## src/rtl/pc_sequencer.sv

```systemverilog
// Program-counter sequencer with CALL/RET support against an external stack.
// All state advances on the falling edge of nclk; nreset is asynchronous active-low.
// The external stack is assumed to present the entry being popped on stack_data_out
// during the cycle after its count_down edge (RET_LOAD).
module pc_sequencer #(
  parameter int unsigned DEPTH = 16,
  parameter int unsigned AW    = 8
) (
  input  logic          nclk,
  input  logic          nreset,
  input  logic          instr_valid,
  output logic          ready,
  input  logic [1:0]    opcode,
  input  logic [AW-1:0] target,
  input  logic          clear_fault,
  input  logic [AW-1:0] stack_data_out,
  output logic          stack_push,
  output logic          stack_pop,
  output logic [AW-1:0] stack_data_in,
  output logic [AW-1:0] pc,
  output logic [4:0]    depth,
  output logic          fault
);

  typedef enum logic [1:0] {
    StIdle     = 2'b00,
    StCallPush = 2'b01,
    StRetPop   = 2'b10,
    StRetLoad  = 2'b11
  } state_t;

  localparam logic [1:0] OpNop  = 2'b00;
  localparam logic [1:0] OpJump = 2'b01;
  localparam logic [1:0] OpCall = 2'b10;
  localparam logic [1:0] OpRet  = 2'b11;

  localparam logic [4:0] DepthMax = 5'(DEPTH);

  state_t state;

  logic          stack_full;
  logic          stack_empty;
  logic [AW-1:0] pc_inc;

  // Helper decodes shared by the FSM
  always_comb begin
    stack_full  = (depth == DepthMax);
    stack_empty = (depth == 5'd0);
    pc_inc      = pc + AW'(1);
  end

  // Instructions are only accepted in IDLE; everything else ignores instr_valid
  assign ready = (state == StIdle);

  // Sequencer FSM with registered stack strobes and return address
  always_ff @(negedge nclk or negedge nreset) begin
    if (!nreset) begin
      state         <= StIdle;
      pc            <= '0;
      depth         <= '0;
      fault         <= 1'b0;
      stack_push    <= 1'b0;
      stack_pop     <= 1'b0;
      stack_data_in <= '0;
    end else begin
      // Strobes are single-cycle: they are only raised on entry to their state
      stack_push <= 1'b0;
      stack_pop  <= 1'b0;

      // Clear first so that a fault raised on the same edge wins
      if (clear_fault) begin
        fault <= 1'b0;
      end

      unique case (state)
        StIdle: begin
          if (instr_valid) begin
            unique case (opcode)
              OpNop: begin
                pc <= pc_inc;
              end
              OpJump: begin
                pc <= target;
              end
              OpCall: begin
                if (stack_full) begin
                  fault <= 1'b1;
                end else begin
                  stack_data_in <= pc_inc;
                  pc            <= target;
                  depth         <= depth + 5'd1;
                  stack_push    <= 1'b1;
                  state         <= StCallPush;
                end
              end
              OpRet: begin
                if (stack_empty) begin
                  fault <= 1'b1;
                end else begin
                  depth     <= depth - 5'd1;
                  stack_pop <= 1'b1;
                  state     <= StRetPop;
                end
              end
              default: ;
            endcase
          end
        end
        StCallPush: begin
          state <= StIdle;
        end
        StRetPop: begin
          state <= StRetLoad;
        end
        StRetLoad: begin
          // Stack pointer has moved on the previous edge; read data is the return address
          pc    <= stack_data_out;
          state <= StIdle;
        end
        default: begin
          state <= StIdle;
        end
      endcase
    end
  end

  // Push and pop are mutually exclusive and tied to their states
  a_push_pop_excl : assert property (@(negedge nclk) disable iff (!nreset)
    !(stack_push && stack_pop));
  a_push_state : assert property (@(negedge nclk) disable iff (!nreset)
    stack_push |-> (state == StCallPush));
  a_pop_state : assert property (@(negedge nclk) disable iff (!nreset)
    stack_pop |-> (state == StRetPop));
  a_depth_range : assert property (@(negedge nclk) disable iff (!nreset)
    depth <= DepthMax);

endmodule

```

## config.mk

```make
export PLATFORM = sky130hd
export DESIGN_NAME = pc_sequencer
export DESIGN_NICKNAME = d
export VERILOG_FILES = /design/src/rtl/pc_sequencer.sv
export SDC_FILE = /design/constraint.sdc
export NUM_CORES = 1
export LEC_CHECK = 0
export ABC_AREA = 1
export CORE_MARGIN = 4
export CORE_UTILIZATION = 47
export DETAILED_ROUTE_END_ITERATION = 16
export PLACE_DENSITY = 0.87
export SLEW_MARGIN = 20
export SYNTH_ARGS = -nofsm -noshare
export SYNTH_HDL_FRONTEND = slang
export SYNTH_SLANG_ARGS = --single-unit
```

## constraint.sdc

```tcl
create_clock -name nclk -period 1.9 [get_ports nclk]
set_input_delay 0.285 -clock nclk [delete_from_list [all_inputs] [get_ports nclk]]
set_output_delay 0.285 -clock nclk [all_outputs]
set_load 0.03 [all_outputs]
```

==> impl_metrics.toml, run 1 <==
[route]
remaining_drc_errors = 0
num_vias = 2348
avgViaCountPerCell = 6.21
drt_first_iter_violations = 255
drt_wl_total_um = 8350
ant_nets = 0
detail_route.first_pass.iterations = 8
post_drt_wl_per_cell_um = 22.1

[clocking]
cts_num_sinks = 26
clock_tree.htree_level_count = 1
cts_buffers = 3
tritoncts_clock_tree = "yes"
cts_buffer_depth = 2
clk_latency_ps = 340
cts_root_buffer = "clkbuf_4"
path_clk_slew_ps = 100
cts-hold-fix-buffers = 0

[grt]
gr-max-usage-layer = "met2"
grt_pass1_vias = 2004
grt_util_met2 = 0.502
groute.layer.met3.usage = 0.0337
gr-usage-all-layers = 0.293
grt_start_max_net_pins = 27
met1_usage = 0.369
globalRouteOverflowTotal = 0
grt_antenna_before_repair = 0
grt_pass1_wl_um = 9890

[logic_synthesis]
synth.avg_cell_area_um2 = 7.55
yosys-mux-area-fraction = 0
fraction_of_synthesized_cell_area_taken_by_the_top_area_cell_type = 0.397
synth_edf_count = 0
ys_seq_elements = 26
synth-compound-area-share = 0.0634
synth_cells = 217
dominantRegCellSynth = "dfrtn_1"
synthAdderAreaFrac = 0.0733
synth.yosys.seq_area_share = 0.397
combinational_family_with_the_most_area_after_synthesis = "simple AND/OR/NAND/NOR gates"
yosys.area_share.xor_xnor = 0.0160
netlist-cell-type-count = 25
mappedNetlistNets = 248
netlist_top_cells_count = "nand2_1 (67), nand3_1 (31), dfrtn_1 (26)"
synth_area_leaders = "dfrtn_1 (40%), nand2_1 (15%), nand3_1 (9.5%)"
synthDominantAreaCellType = "dfrtn_1"
yosysWarningCount = 0
async_flop_share = 1.00
synth.most_common_cell = "nand2_1"
post_synthesis_instance_area_um2 = 1640
synth_simple_gate_area_share = 0.379

[sta]
fin_worst_skew_ps = 5.81
hold_violations = 0
fin_setup_tns_ps = -12620
fin_worst_hold_slack_ps = 489
max_slew_headroom_at_the_worst_pin = 0.736
postLayoutSetupSlackWorst_ps = -472
drv_slew = 0
tightest_slew_ps = 393
final-setup-viol-count = 50
unrepaired_setup_endpoints_after_global_routing = "true"

[floorplanning]
placement_rows = 21
core-area_um2 = 3360
floorplan.die.width_um = 67.1
die_h_um = 67.1
design.portCount = 47
initial_core_util = 0.487
die-area_um2 = 4500

[worst_setup_path]
worstPathArrival_ps = 2090
timing.setup.critical_path_class = "reg -> out"
reg2regPathDepth = 9
setup.reg_to_reg.worst_slack_ps = -200
worstPathRequired_ps = 1620
start_of_the_worst_register_to_register_path = "depth[2]$_DFFE_NN0P_"
crit_path_end_kind = "output pin"
ff_to_ff_end = "stack_data_in[0]$_DFFE_NN0P_"
critical_path_peak_fanout = 2
start_kind = "flip-flop"

[placed_design]
placedCellCount = 336
gpl.final_weighted_congestion = 0.867
dp_hpwl_um = 3430
place_area_um2 = 2380
port_buffers = 46

[layout]
postLayoutCellArea_um2 = 3110
num_antenna_cells = 0
area_growth_syn_to_layout_pct = 90.0
ratio_of_cells_with_drive_above_1_in_the_final_layout = 0.485
nNetsFinal = 365
n_fill_cell = 125
instances_no_fill = 378

[power]
vdd.ir_drop.worst_mv = 1.23
power.density_cell_area_nw_per_um2 = 1580
leakagePower_nw = 1.51

[worst_hold_path]
min_path_type = "reg -> reg"
worst_hold_path.num_cells = 1
timing.hold.worst_endpoint = "stack_data_in[7]$_DFFE_NN0P_"
worst_hold_startpoint = "stack_data_in[7]$_DFFE_NN0P_"

[outcome]
run_status = "finished, violations left"
violations = "negative setup slack"

[flow_run]
timing.max_cap.violations = 0
[cell usage in the layout, fill, tap and decap left out, types with 3 or more instances in the layout]
cell type	n
nand2_2	8
nand3_2	16
nor2_2	7
dfrtn_1	26
nand2_4	3
nand2_1	56
clkbuf_4	3
ha_4	6
buf_4	54
inv_2	4
nor2_1	12
nand4_1	4
clkdlybuf4s50_1	18
inv_1	16
o21ai_1	4
o21a_1	5
nand3_1	17
buf_6	36
nor2_4	6
nand3b_1	3
[metrics by stage]
stage	total power [mW]	setup WS, ps	util
floorplan	2.36	-437	-
global placement	3.31	-1080	0.708
detailed placement	3.37	-1120	0.708
CTS	4.20	-362	0.855
global route	5.10	-461	0.926
finish	4.91	-472	0.926
[how the worst max path moves through the flow]
stage / from / endpoint / slack, ps / cells past startpoint
2_1_floorplan: opcode[0] / depth[4]$_DFFE_NN0P_ / -440 / 8
3_3_place_gp: opcode[0] / pc[0]$_DFFE_NN0P_ / -1080 / 11
4_1_cts: state[0]$_DFFE_NN0P_ / ready / -360 / 2
3_5_place_dp: opcode[0] / depth[4]$_DFFE_NN0P_ / -1120 / 7
6_report: state[0]$_DFFE_NN0P_ / ready / -470 / 2
5_1_grt: state[0]$_DFFE_NN0P_ / ready / -460 / 2
[worst max-delay path, stage by stage, from the launching register on]
cell	delay (ps)
dfrtn_1	570
nor2_8	80
buf_6	140
[logic make-up (layout without fill, tap and decap cells)]
family | after synthesis | after routing
fa+ha+maj | 9 | 9
xor+xnor | 3 | 3
flops | 26 | 26
buf+inv | 27 | 141
simple gates | 135 | 136
compound gates | 17 | 17
[power by group]
part,internal (mW),switching (mW)
Sequential,0.814,0.236
Combinational,1.61,1.99
Clock,0.0751,0.186
Total,2.50,2.42
[sequential cells by signal, summed over array words and instances, names as in the netlist]
signal	flops
pc	8
stack_data_in	8
depth	5
state	2
fault	1
stack_pop	1
stack_push	1
[routing by layer]
| layer | wire (um) | vias to the layer above |
|---|---|---|
| met4 | 550 | 0 |
| met5 | 0 | - |
| met1 | 2750 | 1094 |
| li1 | - | 936 |
| met2 | 4120 | 247 |
| met3 | 931 | 71 |
[timing repair]
action                     in CTS  in global routing
gates cloned                    2                  1
gates resized for setup        81                 32
pin swaps                      28                 35
setup endpoints to repair      51                 49
buffers inserted               21                 15
[final cells by class]
type	count	area [um^2]	area share
inverters	23	100	0.0321
clock buffers	3	22.5	0.00723
multi-input cells	165	1180	0.379
flip-flops and latches	26	651	0.209
well taps	46	57.6	0.0185
repair inverters	1	6.26	0.00201
repair buffers	114	1100	0.352
(Power assumes the default switching activity.)
==> run 2, diff against run 1 <==
SETUP_SLACK_MARGIN = 0.1   (was not set)
==> run 2 against run 1 <==
  * The flow still finishes with violations (negative setup slack)
  * Register-to-register slack about the same
  * Final area down 6.0%
  * Worst hold slack worse by 12 ps
  * Wire length down 13%
  * Clock skew up 2.7 ps
  * Global-route usage up 1.8 points
  * Non-clock buffer count down 16
  * Setup slack better by 81 ps
  * Sequential cell count unchanged
  * Critical endpoint unchanged
  * Largest cell class unchanged
==> impl_metrics.toml, run 2 (same netlist as run 1, synthesis figures left out) <==
[floorplanning]
design.portCount = 47
floorplan.die.width_um = 67.1
initial_core_util = 0.487
die-area_um2 = 4500
placement_rows = 21
core-area_um2 = 3360
die_h_um = 67.1

[clocking]
cts_root_buffer = "clkbuf_4"
cts_num_sinks = 26
cts-hold-fix-buffers = 0
cts_buffers = 3
tritoncts_clock_tree = "yes"
clk_latency_ps = 330
clock_tree.htree_level_count = 1
path_clk_slew_ps = 110
cts_buffer_depth = 2

[sta]
final-setup-viol-count = 49
postLayoutSetupSlackWorst_ps = -391
max_slew_headroom_at_the_worst_pin = 0.689
hold_violations = 0
drv_slew = 0
tightest_slew_ps = 461
fin_setup_tns_ps = -12650
fin_worst_skew_ps = 8.55
unrepaired_setup_endpoints_after_global_routing = "true"

[worst_setup_path]
critical_path_peak_fanout = 2
timing.setup.critical_path_class = "reg -> out"
setup.reg_to_reg.worst_slack_ps = -210
start_kind = "flip-flop"
crit_path_end_kind = "output pin"
worstPathArrival_ps = 2010
worstPathRequired_ps = 1620

[grt]
grt_pass1_wl_um = 10500
met1_usage = 0.390
grt_antenna_before_repair = 0
gr-max-usage-layer = "met2"
groute.layer.met3.usage = 0.0624
globalRouteOverflowTotal = 0
grt_start_max_net_pins = 27
gr-usage-all-layers = 0.311
grt_pass1_vias = 2054
grt_util_met2 = 0.504

[placed_design]
dp_hpwl_um = 3620
port_buffers = 46
place_area_um2 = 2370
pre_cts_ws_ps = -1160
gpl.final_weighted_congestion = 0.895

[worst_hold_path]
min_path_type = "reg -> reg"

[power]
leakagePower_nw = 1.44
power.density_cell_area_nw_per_um2 = 1610
post-layout-total-power_mw = 4.71
vdd.ir_drop.worst_mv = 1.12

[route]
drt_first_iter_violations = 219
num_vias = 2149
drt_wl_total_um = 7280
post_drt_wl_per_cell_um = 20.1
remaining_drc_errors = 0
ant_nets = 0
detail_route.first_pass.iterations = 5
avgViaCountPerCell = 5.94

[outcome]
violations = "negative setup slack"
run_status = "finished, violations left"

[layout]
nNetsFinal = 348
layout_common_cells = "nand2_1 (58), buf_4 (41), buf_6 (33)"
postLayoutCellArea_um2 = 2930
ratio_of_cells_with_drive_above_1_in_the_final_layout = 0.424
num_antenna_cells = 0
mostFrequentLayoutCell = "nand2_1"
area_growth_syn_to_layout_pct = 78.6
registers_with_the_most_flip_flops = "pc (8), stack_data_in (8), depth (5)"

[flow_run]
timing.max_cap.violations = 0
## run 2: changes by cell type in the layout (fill, tap and decap cells not counted), moves of 2 or more
cell,previous run,this run
ha_4,6,4
nor2_2,7,3
nand2_1,56,58
buf_4,54,41
ha_1,2,4
buf_6,36,33
nor2_1,12,17
a21oi_4,2,0
nand2_4,3,1
## run 2: power by group
group          internal [mW]  switching [mW]  total (mW)
sequential             0.814           0.223        1.04
clock                  0.214           0.189       0.403
combinational           1.44            1.82        3.27
total                   2.47            2.23        4.71
## run 2: final timing paths
kind	startpoint	endpoint	cells past startpoint
min in group asynchronous	nreset	stack_data_in[4]$_DFFE_NN0P_	2
setup / recovery	state[0]$_DFFE_NN0P_	ready	2
hold reg to reg	stack_data_in[4]$_DFFE_NN0P_	stack_data_in[4]$_DFFE_NN0P_	1
hold / removal	stack_data_in[4]$_DFFE_NN0P_	stack_data_in[4]$_DFFE_NN0P_	1
setup reg to reg	pc[1]$_DFFE_NN0P_	pc[4]$_DFFE_NN0P_	10
max in group asynchronous	nreset	pc[1]$_DFFE_NN0P_	2
## run 2: layout make-up
class | instances | area, um^2
fillers | 173 | 435
inverters | 23 | 95.1
well taps | 46 | 57.6
repair buffers | 98 | 972
multi-input cells | 165 | 1100
clock inverters | 1 | 30.0
flip-flops and latches | 26 | 651
clock buffers | 3 | 22.5
## run 2: stage by stage
stage / hold WS, ps / util / instances
after floorplan: 545 / - / 217
after global placement: 429 / 0.706 / 335
after detailed placement: 441 / 0.706 / 335
after global routing: 504 / 0.871 / 362
final: 477 / 0.871 / 362
after CTS: 465 / 0.841 / 355
## run 2: critical path, stage by stage (launching register included)
cell and delay [ps]:
dfrtn_1 530, nor2_8 60, buf_6 140
## run 2: timing repair
item	CTS	global route
cloned	2	0
setup endpoints to repair	51	50
pin swaps	15	11
gates resized for setup	80	13
buffers inserted	14	7
## run 2: per-layer routing
metal  part of all wire  wire (um)  vias up
met5                  0          0        -
met4              0.067        487        0
met3              0.085        621       60
met2               0.48       3510      185
met1               0.36       2660     1000
li1                   -          -      904
==> run 3, diff against run 2 <==
TNS_END_PERCENT = 10   (was not set)
==> run 3 against run 2 <==
  * The flow still finishes with violations (negative setup slack)
  * Final area shrank 11%
  * Utilization shrank 9.4 points
  * Worst hold slack lost 12 ps
  * Critical path type unchanged
==> impl_metrics.toml, run 3 (same netlist as run 1, synthesis figures left out) <==
[route]
post_drt_wl_per_cell_um = 13.8
drt_first_iter_violations = 136
num_vias = 1797
remaining_drc_errors = 0
drt_wl_total_um = 4730
ant_nets = 0
avgViaCountPerCell = 5.22
detail_route.first_pass.iterations = 4

[layout]
n_fill_cell = 231
nNetsFinal = 330
mostFrequentLayoutCell = "nand2_1"
postLayoutCellArea_um2 = 2610
area_growth_syn_to_layout_pct = 59.2
area.sequential_um2 = 651
multi_input_area_um2 = 978
registers_with_the_most_flip_flops = "pc (8), stack_data_in (8), depth (5)"
num_antenna_cells = 0
ratio_of_cells_with_drive_above_1_in_the_final_layout = 0.312
layout_common_cells = "nand2_1 (66), buf_4 (32), nand3_1 (27)"

[clocking]
clk_latency_ps = 320
clock_tree.htree_level_count = 1
tritoncts_clock_tree = "yes"
cts_num_sinks = 26
cts-hold-fix-buffers = 0
cts_buffer_depth = 2
cts_root_buffer = "clkbuf_4"
cts_buffers = 3
path_clk_slew_ps = 100

[floorplanning]
floorplan.die.width_um = 67.1
core-area_um2 = 3360
die-area_um2 = 4500
initial_core_util = 0.487
die_h_um = 67.1
placement_rows = 21
design.portCount = 47

[worst_setup_path]
max_stage_delay_ps = 530
worstPathRequired_ps = 1620
cp-startpoint = "state[1]$_DFFE_NN0P_"
worst-path-stages = 2
critPathSlowestCell = "dfrtn_1"
worstPathArrival_ps = 1990
cp_cell_sequence = "nor2_8 > buf_6"
setup.reg_to_reg.worst_slack_ps = 190
timing.setup.critical_path_class = "reg -> out"
crit_end = "ready"
reg2regPathDepth = 9
start_of_the_worst_register_to_register_path = "pc[1]$_DFFE_NN0P_"
ff_to_ff_end = "pc[4]$_DFFE_NN0P_"
crit_path_end_kind = "output pin"
critical_path_peak_fanout = 2
worst-path-buf-inv = 1
path_delay_family = "flip-flops"
start_kind = "flip-flop"

[sta]
final-setup-viol-count = 49
max_slew_headroom_at_the_worst_pin = 0.791
drv_slew = 0
fin_worst_hold_slack_ps = 465
hold_violations = 0
fin_setup_tns_ps = -9260
fin_worst_skew_ps = 15.6
postLayoutSetupSlackWorst_ps = -370
unrepaired_setup_endpoints_after_global_routing = "true"
tightest_slew_ps = 311

[power]
leakagePower_nw = 1.29
power.switching_mw = 1.85
p_int_mw = 2.15
power.clock.fraction = 0.072
comb_power_share = 0.672
switching_share = 0.463
vdd.ir_drop.worst_mv = 0.850
power.density_cell_area_nw_per_um2 = 1530
power.share.sequential = 0.256

[placed_design]
dp_hpwl_um = 3470
place_area_um2 = 2370
gpl.final_weighted_congestion = 0.866
port_buffers = 46

[grt]
gr-usage-all-layers = 0.221
globalRouteOverflowTotal = 0
grt_antenna_before_repair = 0
grt_pass1_wl_um = 7560
grt_start_max_net_pins = 27
grt_pass1_vias = 1663

[outcome]
violations = "negative setup slack"
run_status = "finished, violations left"

[flow_run]
timing.max_cap.violations = 0

[worst_hold_path]
min_path_type = "reg -> reg"
-- run 3: changes by cell type in the layout (fill, tap and decap cells not counted), sizes merged --
| cell | previous run | this run |
|---|---|---|
| buf | 79 | 62 |
| bufinv | 1 | 0 |
| clkbuf | 3 | 4 |
| clkdlybuf4s15 | 1 | 0 |
| dlygate4sd2 | 0 | 1 |
| nor2 | 26 | 25 |
-- run 3: worst min-delay path by stage --
stage                                 startpoint                           end  slack [ps]  cells past startpoint
floorplan                   state[0]$_DFFE_NN0P_          state[0]$_DFFE_NN0P_         540                      3
global placement    stack_data_in[1]$_DFFE_NN0P_  stack_data_in[1]$_DFFE_NN0P_         420                      2
detailed placement  stack_data_in[4]$_DFFE_NN0P_  stack_data_in[4]$_DFFE_NN0P_         440                      1
CTS                 stack_data_in[4]$_DFFE_NN0P_  stack_data_in[4]$_DFFE_NN0P_         470                      1
global route        stack_data_in[4]$_DFFE_NN0P_  stack_data_in[4]$_DFFE_NN0P_         490                      1
finish              stack_data_in[1]$_DFFE_NN0P_  stack_data_in[1]$_DFFE_NN0P_         470                      2
-- run 3: per-stage QoR --
step / power (mW) / setup slack (ps) / std cells / util
floorplan: 2.35 / -438 / 217 / -
global route: 4.26 / -414 / 344 / 0.776
global placement: 3.30 / -1080 / 336 / 0.705
CTS: 3.93 / -367 / 341 / 0.765
finish: 3.99 / -370 / 344 / 0.776
detailed placement: 3.37 / -1140 / 336 / 0.705
-- run 3: area by class of cell --
class	instances	area share
clock buffers	4	0.0139
well taps	46	0.0221
multi-input cells	164	0.375
repair buffers	81	0.303
inverters	23	0.0364
flip-flops and latches	26	0.249
-- run 3: repair_timing --
item / in CTS / in global routing
resized for setup: 55 / 4
setup endpoints to repair: 51 / 49
buffers inserted: 1 / 3
pin swaps: 7 / 9
-- run 3: power by group through the flow --
stage,combinational [mW],clock (mW),sequential (mW)
after floorplan,0.868,0,1.48
after global placement,2.32,0,0.973
after detailed placement,2.38,0,0.986
after CTS,2.62,0.286,1.02
after global routing,2.89,0.318,1.05
final,2.69,0.288,1.02
-- run 3: routing by layer --
metal  GRT usage  wire (um)  up-vias
li1            -          -      869
met1       0.301       1990      835
met2       0.369       2380       87
met3      0.0169        302        6
met4      0.0658         63        0
met5           0          0        -
-- run 3: worst register-to-register path, cell delays in order, from the launching register on --
cell and delay (ps):
dfrtn_1 470, buf_4 140, ha_1 190, nand2_1 90, o21ai_0 270, nand3_1 140, nand2_1 90, nand2_1 60
nand2_1 80, nand2_1 60
